[src/rtl/debounce_filter_pkg.sv]
// Shared definitions for the debounce filter: state encoding, default
// parameter set (also used by the edge_detect bench) and a width helper.
package debounce_pkg;

    // State encoding of the qualification FSM
    localparam logic ST_STABLE  = 1'b0;
    localparam logic ST_QUALIFY = 1'b1;

    typedef enum logic {
        STABLE  = ST_STABLE,
        QUALIFY = ST_QUALIFY
    } state_e;

    // Default parameter set, kept in one place so the downstream
    // edge_detect bench drives the filter exactly as the system does.
    localparam int unsigned DEF_SYNC_STAGES   = 2;
    localparam int unsigned DEF_STABLE_CYCLES = 4;
    localparam logic        DEF_RESET_VAL     = 1'b0;
    localparam int unsigned DEF_GLITCH_W      = 8;

    typedef struct packed {
        int unsigned sync_stages;
        int unsigned stable_cycles;
        logic        reset_val;
        int unsigned glitch_w;
    } debounce_cfg_t;

    localparam debounce_cfg_t DEFAULT_CFG = '{
        sync_stages:   DEF_SYNC_STAGES,
        stable_cycles: DEF_STABLE_CYCLES,
        reset_val:     DEF_RESET_VAL,
        glitch_w:      DEF_GLITCH_W
    };

    // Width of the qualify counter; it only ever holds 0..STABLE_CYCLES-1,
    // the +1 keeps a 1-bit counter legal when STABLE_CYCLES is 1.
    function automatic int unsigned cnt_width(input int unsigned stable_cycles);
        return $clog2(stable_cycles + 1);
    endfunction

endpackage

[src/rtl/debounce_filter_if.sv]
// Level/diagnostic bundle between the pin-side driver and the debounce filter.
interface debounce_filter_if
    import debounce_pkg::*;
#(
    parameter int unsigned GLITCH_W = DEF_GLITCH_W
);
    logic                raw_in;
    logic                glitch_clr;
    logic                db_out;
    logic                busy;
    logic [GLITCH_W-1:0] glitch_cnt;

    // Driver of the raw level and clear request; observes the filtered result
    modport master (
        output raw_in,
        output glitch_clr,
        input  db_out,
        input  busy,
        input  glitch_cnt
    );

    // The filter itself
    modport slave (
        input  raw_in,
        input  glitch_clr,
        output db_out,
        output busy,
        output glitch_cnt
    );
endinterface

[src/rtl/debounce_filter_sync.sv]
// Plain multi-flop synchroniser for a single asynchronous level.
// Nothing may sit between the stages, so this module holds flops only.
module sync_chain #(
    parameter int unsigned STAGES    = 2,
    parameter logic        RESET_VAL = 1'b0
) (
    input  logic clk,
    input  logic rst,
    input  logic d,
    output logic q
);
    logic [STAGES-1:0] chain_q;

    // Shift the raw level through the chain; reset preloads the idle level
    always_ff @(posedge clk) begin
        if (rst) begin
            chain_q <= {STAGES{RESET_VAL}};
        end else begin
            chain_q <= {chain_q[STAGES-2:0], d};
        end
    end

    assign q = chain_q[STAGES-1];
endmodule

[src/rtl/debounce_filter.sv]
// Debounce filter: synchronises raw_in, then commits a new level only after
// it has been seen for STABLE_CYCLES consecutive clocks. Aborted candidates
// are counted in a saturating glitch counter. SYNC_STAGES must be >= 2 and
// STABLE_CYCLES >= 1.
module debounce_filter
    import debounce_pkg::*;
#(
    parameter int unsigned SYNC_STAGES   = DEF_SYNC_STAGES,
    parameter int unsigned STABLE_CYCLES = DEF_STABLE_CYCLES,
    parameter logic        RESET_VAL     = DEF_RESET_VAL,
    parameter int unsigned GLITCH_W      = DEF_GLITCH_W
) (
    input  logic               clk,
    input  logic               rst,
    debounce_filter_if.slave   bus
);
    localparam int unsigned          CNT_W      = cnt_width(STABLE_CYCLES);
    localparam logic [CNT_W-1:0]     CNT_LAST   = CNT_W'(STABLE_CYCLES - 1);
    localparam logic [GLITCH_W-1:0]  GLITCH_MAX = '1;

    logic                sync_s;
    state_e              state_q, state_d;
    logic [CNT_W-1:0]    cnt_q, cnt_d;
    logic                db_q, db_d;
    logic [GLITCH_W-1:0] glitch_q, glitch_d;
    logic                abort;

    sync_chain #(
        .STAGES    (SYNC_STAGES),
        .RESET_VAL (RESET_VAL)
    ) u_sync (
        .clk (clk),
        .rst (rst),
        .d   (bus.raw_in),
        .q   (sync_s)
    );

    // Qualification decision: start, extend, commit or abort a candidate level
    always_comb begin
        state_d = state_q;
        cnt_d   = cnt_q;
        db_d    = db_q;
        abort   = 1'b0;
        case (state_q)
            STABLE: begin
                cnt_d = '0;
                if (sync_s != db_q) begin
                    if (STABLE_CYCLES == 1) begin
                        db_d = sync_s;
                    end else begin
                        cnt_d   = CNT_W'(1);
                        state_d = QUALIFY;
                    end
                end
            end
            QUALIFY: begin
                if (sync_s == db_q) begin
                    cnt_d   = '0;
                    state_d = STABLE;
                    abort   = 1'b1;
                end else if (cnt_q == CNT_LAST) begin
                    db_d    = sync_s;
                    cnt_d   = '0;
                    state_d = STABLE;
                end else begin
                    cnt_d = cnt_q + CNT_W'(1);
                end
            end
        endcase
    end

    // Glitch counter: clear wins over a same-cycle abort, otherwise saturate
    always_comb begin
        glitch_d = glitch_q;
        if (bus.glitch_clr) begin
            glitch_d = '0;
        end else if (abort && (glitch_q != GLITCH_MAX)) begin
            glitch_d = glitch_q + GLITCH_W'(1);
        end
    end

    // State, counters and the debounced level; reset drops any candidate silently
    always_ff @(posedge clk) begin
        if (rst) begin
            state_q  <= STABLE;
            cnt_q    <= '0;
            db_q     <= RESET_VAL;
            glitch_q <= '0;
        end else begin
            state_q  <= state_d;
            cnt_q    <= cnt_d;
            db_q     <= db_d;
            glitch_q <= glitch_d;
        end
    end

    assign bus.db_out     = db_q;
    assign bus.busy       = (state_q == QUALIFY);
    assign bus.glitch_cnt = glitch_q;
endmodule

[src/flat_wrapper.sv]
// flat-port wrapper written by rule: the top's interface ports become plain ports
module debounce_filter_flat import debounce_pkg::*;
#(
    parameter int unsigned SYNC_STAGES   = DEF_SYNC_STAGES,
    parameter int unsigned STABLE_CYCLES = DEF_STABLE_CYCLES,
    parameter logic        RESET_VAL     = DEF_RESET_VAL,
    parameter int unsigned GLITCH_W      = DEF_GLITCH_W
)
  (clk, rst, bus_raw_in, bus_glitch_clr, bus_db_out, bus_busy, bus_glitch_cnt);
  debounce_filter_if #(.GLITCH_W(GLITCH_W)) bus_i ();
  input  logic clk;
  input  logic rst;
  input wire logic [$bits(bus_i.raw_in)-1:0] bus_raw_in;
  input wire logic [$bits(bus_i.glitch_clr)-1:0] bus_glitch_clr;
  output wire logic [$bits(bus_i.db_out)-1:0] bus_db_out;
  output wire logic [$bits(bus_i.busy)-1:0] bus_busy;
  output wire logic [$bits(bus_i.glitch_cnt)-1:0] bus_glitch_cnt;
  assign bus_i.raw_in = bus_raw_in;
  assign bus_i.glitch_clr = bus_glitch_clr;
  assign bus_db_out = bus_i.db_out;
  assign bus_busy = bus_i.busy;
  assign bus_glitch_cnt = bus_i.glitch_cnt;
  debounce_filter #(.SYNC_STAGES(SYNC_STAGES), .STABLE_CYCLES(STABLE_CYCLES), .RESET_VAL(RESET_VAL), .GLITCH_W(GLITCH_W)) u_core (.clk(clk), .rst(rst), .bus(bus_i));
endmodule
[config.mk]
export PLATFORM = sky130hd
export DESIGN_NAME = debounce_filter_flat
export DESIGN_NICKNAME = d
export VERILOG_FILES = /design/src/rtl/debounce_filter_pkg.sv /design/src/rtl/debounce_filter_if.sv /design/src/rtl/debounce_filter_sync.sv /design/src/rtl/debounce_filter.sv /design/src/flat_wrapper.sv
export SDC_FILE = /design/constraint.sdc
export NUM_CORES = 1
export LEC_CHECK = 0
export ABC_CLOCK_PERIOD_IN_PS = 3700
export CAP_MARGIN = 20
export CORE_MARGIN = 5
export CORE_UTILIZATION = 51
export CTS_CLUSTER_SIZE = 8
export DETAILED_ROUTE_END_ITERATION = 6
export GPL_TIMING_DRIVEN = 1
export PLACE_DENSITY = 0.8
export SYNTH_ARGS = -nofsm -noshare
export SYNTH_HDL_FRONTEND = slang
export SYNTH_SLANG_ARGS = --single-unit
[constraint.sdc]
create_clock -name clk -period 3.7 [get_ports clk]
set_input_delay 0.74 -clock clk [delete_from_list [all_inputs] [get_ports clk]]
set_output_delay 0.74 -clock clk [all_outputs]
set_load 0.02 [all_outputs]
# ---- After elaboration in Yosys (flattened, before gate mapping)
# Cells that the tools add are included.
dict set report word_totals {
  register_bits 15
  in_bits 4
  output_inout_bits 10
  word_cells 26
}
dict set report classes {
  n_bitwise 2
  muxes 10
  add_sub_neg 2
  reduce_logical 3
  eq_ne 4
}
# operator n
set op_table {}
lappend op_table {{$add A8 B1 Y8 const B} 1}
lappend op_table {{$ne A8 B8 Y1 const B} 1}
lappend op_table {{$mux W1} 6}
lappend op_table {{$mux W3} 2}
lappend op_table {{$pmux W3 S2} 1}
lappend op_table {{$add A3 B1 Y3 const B} 1}
lappend op_table {{$eq A3 B2 Y1 const B} 1}
lappend op_table {{$reduce_and A3 Y1} 1}
lappend op_table {{$not A1 Y1} 2}
lappend op_table {{$pmux W1 S2} 1}
lappend op_table {{$reduce_or A2 Y1} 1}
lappend op_table {{$eq A1 B1 Y1} 1}
lappend op_table {{$logic_and A1 B1 Y1} 1}
lappend op_table {{$ne A1 B1 Y1} 1}

# ---- Logic depth before layout (Yosys ltp)
dict set report logic_depth {
  depth_word 4
  ltp_mapped 5
}

# ---- Hierarchy
# From an unflattened synthesis, not the netlist that was laid out.
dict set report hier_totals {
  cells_unflattened 73
  area_unflattened_um2 671.9
}
# module cells_each instances area_per_inst_um2 seq_area_each_um2
set by_module_without_submodules {}
lappend by_module_without_submodules {debounce_filter 69 1 619.3 260.2}
lappend by_module_without_submodules {sync_chain 4 1 52.6 40.0}

# ---- Worst setup path after synthesis
# OpenSTA, ideal clock, no wires.
dict set report synth_path {
  kind {register -> register}
  start {register u_core.glitch_q[0] (netlist: u_core.bus.glitch_cnt[0])}
  end {register u_core.glitch_q[1] (netlist: u_core.bus.glitch_cnt[1])}
  synth_period_minus_slack_ns 1.454
  slack_ns 2.246
  t_arrival_ns 1.328
  stages_incl_launch_ff 6
  path_buffers 0
  required_time_ns 3.574
  setup_ns 0.126
  cell_sequence {dfxtp_1 > ha_1 > nand4_1 > o211ai_2 > mux2i_1 > nor2_1}
}
dict set report synth_between {
  elab_chain_cells 2
}
# item line_no
set synth_lines {}
lappend synth_lines {{from (decl)} debounce_filter.sv:25} ;# logic [GLITCH_W-1:0] glitch_q, glitch_d;
lappend synth_lines {{from (signal assigned)} debounce_filter.sv:93} ;# glitch_q <= glitch_d;
lappend synth_lines {{parallel branches: the longest is 2 deep, another holds $add A8 B1 Y8} n/a}
# Parallel ways; which one is timed is not known.
# A chain may end at the register's enable or synchronous reset.

# ---- Worst setup path in the final report
dict set report layout_path {
  start {register u_core.state_q (netlist: u_core.bus.busy)}
  end {output port bus_busy}
}
# item line_no
set layout_lines {}
lappend layout_lines {{from (decl)} debounce_filter.sv:22} ;# state_e state_q, state_d;
lappend layout_lines {{from (signal assigned)} debounce_filter.sv:90} ;# state_q <= state_d;
lappend layout_lines {{to (decl)} flat_wrapper.sv:16} ;# output wire logic [$bits(bus_i.busy)-1:0] bus_busy;
# No word-level cell between the ends.

==> impl_metrics.json <==
{
  "run_status": "finished, final reports clean",
  "via_per_inst": 5.31,
  "floorplan.die.width_um": 46.5,
  "synthCells": 69,
  "fraction_of_the_cycle_the_final_worst_path_needs": 0.599,
  "max_clock_buf_depth": 2,
  "cts_tree": "done",
  "crit-reg2reg-capture": "u_core.bus.glitch_cnt[1]",
  "top_cells_by_instance_count_after_synthesis": "dfxtp_1 (15), nor2_1 (7), nand2_1 (4), nand3_1 (4)",
  "routed_wl_mm": 1.17,
  "grt_setup_unrepaired": "false",
  "synth.avg_cell_area_um2": 9.86,
  "layout.cell_area.non_filler_um2": 845,
  "max_cap_violations": 0,
  "critPathRequiredTime_ns": 2.96,
  "grt_max_degree": 11,
  "die-area_um2": 2170,
  "timing.final.hold_violations": 0,
  "maxSlewViolCount": 0,
  "drt-initial-drc-count": 3,
  "r2r.worst_path.cells": 5,
  "setup.reg_to_reg.worst_slack_ns": 2.27,
  "critPathSlowestCell": "clkdlybuf4s50_1",
  "yosysSeqAreaShare": 0.441,
  "final_nets": 92,
  "netlist_area_um2": 681,
  "dp_hpwl_um": 884,
  "endpoint_kind": "output pin",
  "timing.critical_path.arrival_ns": 1.48,
  "rows": 13,
  "ir_worst_vdd_mv": 0.203,
  "cts_resizes": 0,
  "portBuffers": 13,
  "post-route-min-period_ns": 2.22,
  "grt_antenna_before_repair": 0,
  "cts.reportedPaths.clkPinSlew_ns": 0.09,
  "synth-warning-count": 0,
  "synthesized_flop_and_latch_total": 15,
  "ctsRootBufferMaster": "clkbuf_4",
  "dr_total_vias": 526,
  "worst_pin_slew_ns": 0.332,
  "worst-path-buf-inv": 1,
  "cp_num_cells": 1,
  "gp_routability_congestion": 0.791,
  "syn2layout_area_growth_pct": 24.1,
  "post-route-util": 0.657,
  "number_of_enable_flip_flop_cells_after_synthesis": 0,
  "design.core.area_um2": 1280,
  "cts.htree.levels": 1,
  "avgRoutedWirePerCell_um": 11.8,
  "post_synth_main_area_contributors": "dfxtp_1 (44%), ha_1 (5.5%), nor2_1 (3.9%)",
  "initial_core_utilization": 0.530,
  "rr_startpoint": "u_core.bus.glitch_cnt[0]",
  "path_max_fanout": 10,
  "drt_pass1_iterations": 2,
  "post-route-drc-count": 0,
  "globalRouteTotalUtil": 0.140,
  "cts_made_buffers": 3,
  "global_route_wire_length_before_repair_mm": 2.08,
  "critical_path.max_stage_delay_ns": 0.67,
  "pd_cells_nw_per_um2": 318,
  "die_h_um": 46.5,
  "timing.critical_path.from": "u_core.bus.busy",
  "critical_path.cell_chain": "clkdlybuf4s50_1",
  "final.hold.worst_slack_ns": 0.450,
  "clkLatencyLatePin_ns": 0.28,
  "syn-num-nets": 76,
  "placedInstanceArea_um2": 818,
  "holdBufCountCts": 0,
  "yosysTopAreaCell": "dfxtp_1",
  "nature_of_the_critical_path_startpoint": "flop",
  "yosys.cell_count.top_type": "dfxtp_1",
  "maxSlewHeadroom": 0.779,
  "post_synth_num_cell_types": 31,
  "filler_cell_count": 103,
  "min-delay-start": "u_core.u_sync.chain_q[0]",
  "kind_of_critical_path": "flop to output pin",
  "layout_cells_sized_above_1": 0.143,
  "aggregate_global_routing_overflow": 0,
  "floorplan.io_pins": 14,
  "async_reset_ff_frac": 0,
  "leakagePower_uw": 0.000312,
  "final-setup-viol-count": 0,
  "design_power_total_uw": 268,
  "totalNegativeSetupSlack_ns": 0,
  "number_of_diodes": 0,
  "min_path_type": "flop to flop",
  "synth_ff_type": "dfxtp_1",
  "critical-path-top-delay-family": "buffers and inverters",
  "route.antenna.remaining_nets": 0,
  "fmaxAchievable_mhz": 451,
  "synth_top_area_frac": 0.441,
  "skew_ns": 0.00116,
  "cts_sinks": 15,
  "critPathCapture": "bus_busy",
  "first_global_vias": 501,
  "cts.repair_timing.setup_buffer_count": 0
}
## cells by family (layout without fill, tap and decap cells)
logic type,count (synthesis),after routing,share of synthesized area
fa+ha+maj,3,3,0.0552
mux,2,2,0.0294
xor+xnor,3,3,0.0496
compound gates,11,11,0.119
simple gates,31,31,0.278
buf+inv,4,19,0.0276
flops,15,15,0.441
## where the power goes
part / switching, uW / internal, uW
logic: 4.84 / 5.93
registers: 1.82 / 163
clock network: 50.9 / 41.8
total: 57.6 / 211
## worst min path at each step
stage | end | slack [ns] | depth (start not counted)
6_report | u_core.u_sync.chain_q[1] | 0.45 | 1
5_1_grt | u_core.u_sync.chain_q[1] | 0.47 | 1
4_1_cts | u_core.u_sync.chain_q[1] | 0.46 | 1
3_5_place_dp | u_core.u_sync.chain_q[1] | 0.43 | 1
3_3_place_gp | u_core.u_sync.chain_q[1] | 0.43 | 1
2_1_floorplan | u_core.u_sync.chain_q[1] | 0.41 | 1
## per-stage QoR
stage,setup slack [ns],std cells
floorplan,2.25,69
global placement,1.80,95
detailed placement,1.79,95
CTS,1.47,99
global route,1.41,99
finish,1.48,99
## final cells by class
type,count,area [um2],area share
flip-flops and latches,15,300,0.356
well taps,15,18.8,0.0222
repair buffers,13,130,0.154
multi-input cells,50,362,0.428
inverters,2,7.51,0.00889
clock buffers,4,26.3,0.0311
## layer usage
layer,vias up,GRT usage,share of wire
met4,0,0.102,0.010
met3,2,0.0352,0.036
met2,8,0.239,0.49
met1,240,0.144,0.46
li1,276,-,-
met5,-,0,0
## cells in the final DEF (no fill, tap or decap), types with 2 or more instances in the layout
master           instances
inv_1                    2
clkdlybuf4s50_1         13
nor2_1                   7
nand3_1                  4
nand2_1                  4
clkbuf_4                 3
a211oi_1                 3
a21oi_1                  3
a21boi_0                 2
dfxtp_1                 15
nor2b_1                  2
nor3_1                   3
ha_1                     3
mux2i_1                  2
## state kept, by name (all words and copies together) (netlist names)
name / flops
u_core.bus.busy: 1
u_core.bus.glitch_cnt: 8
u_core.cnt_q: 3
u_core.bus.db_out: 1
u_core.u_sync.chain_q: 2
Note: power is estimated with default switching activity, not from simulation.
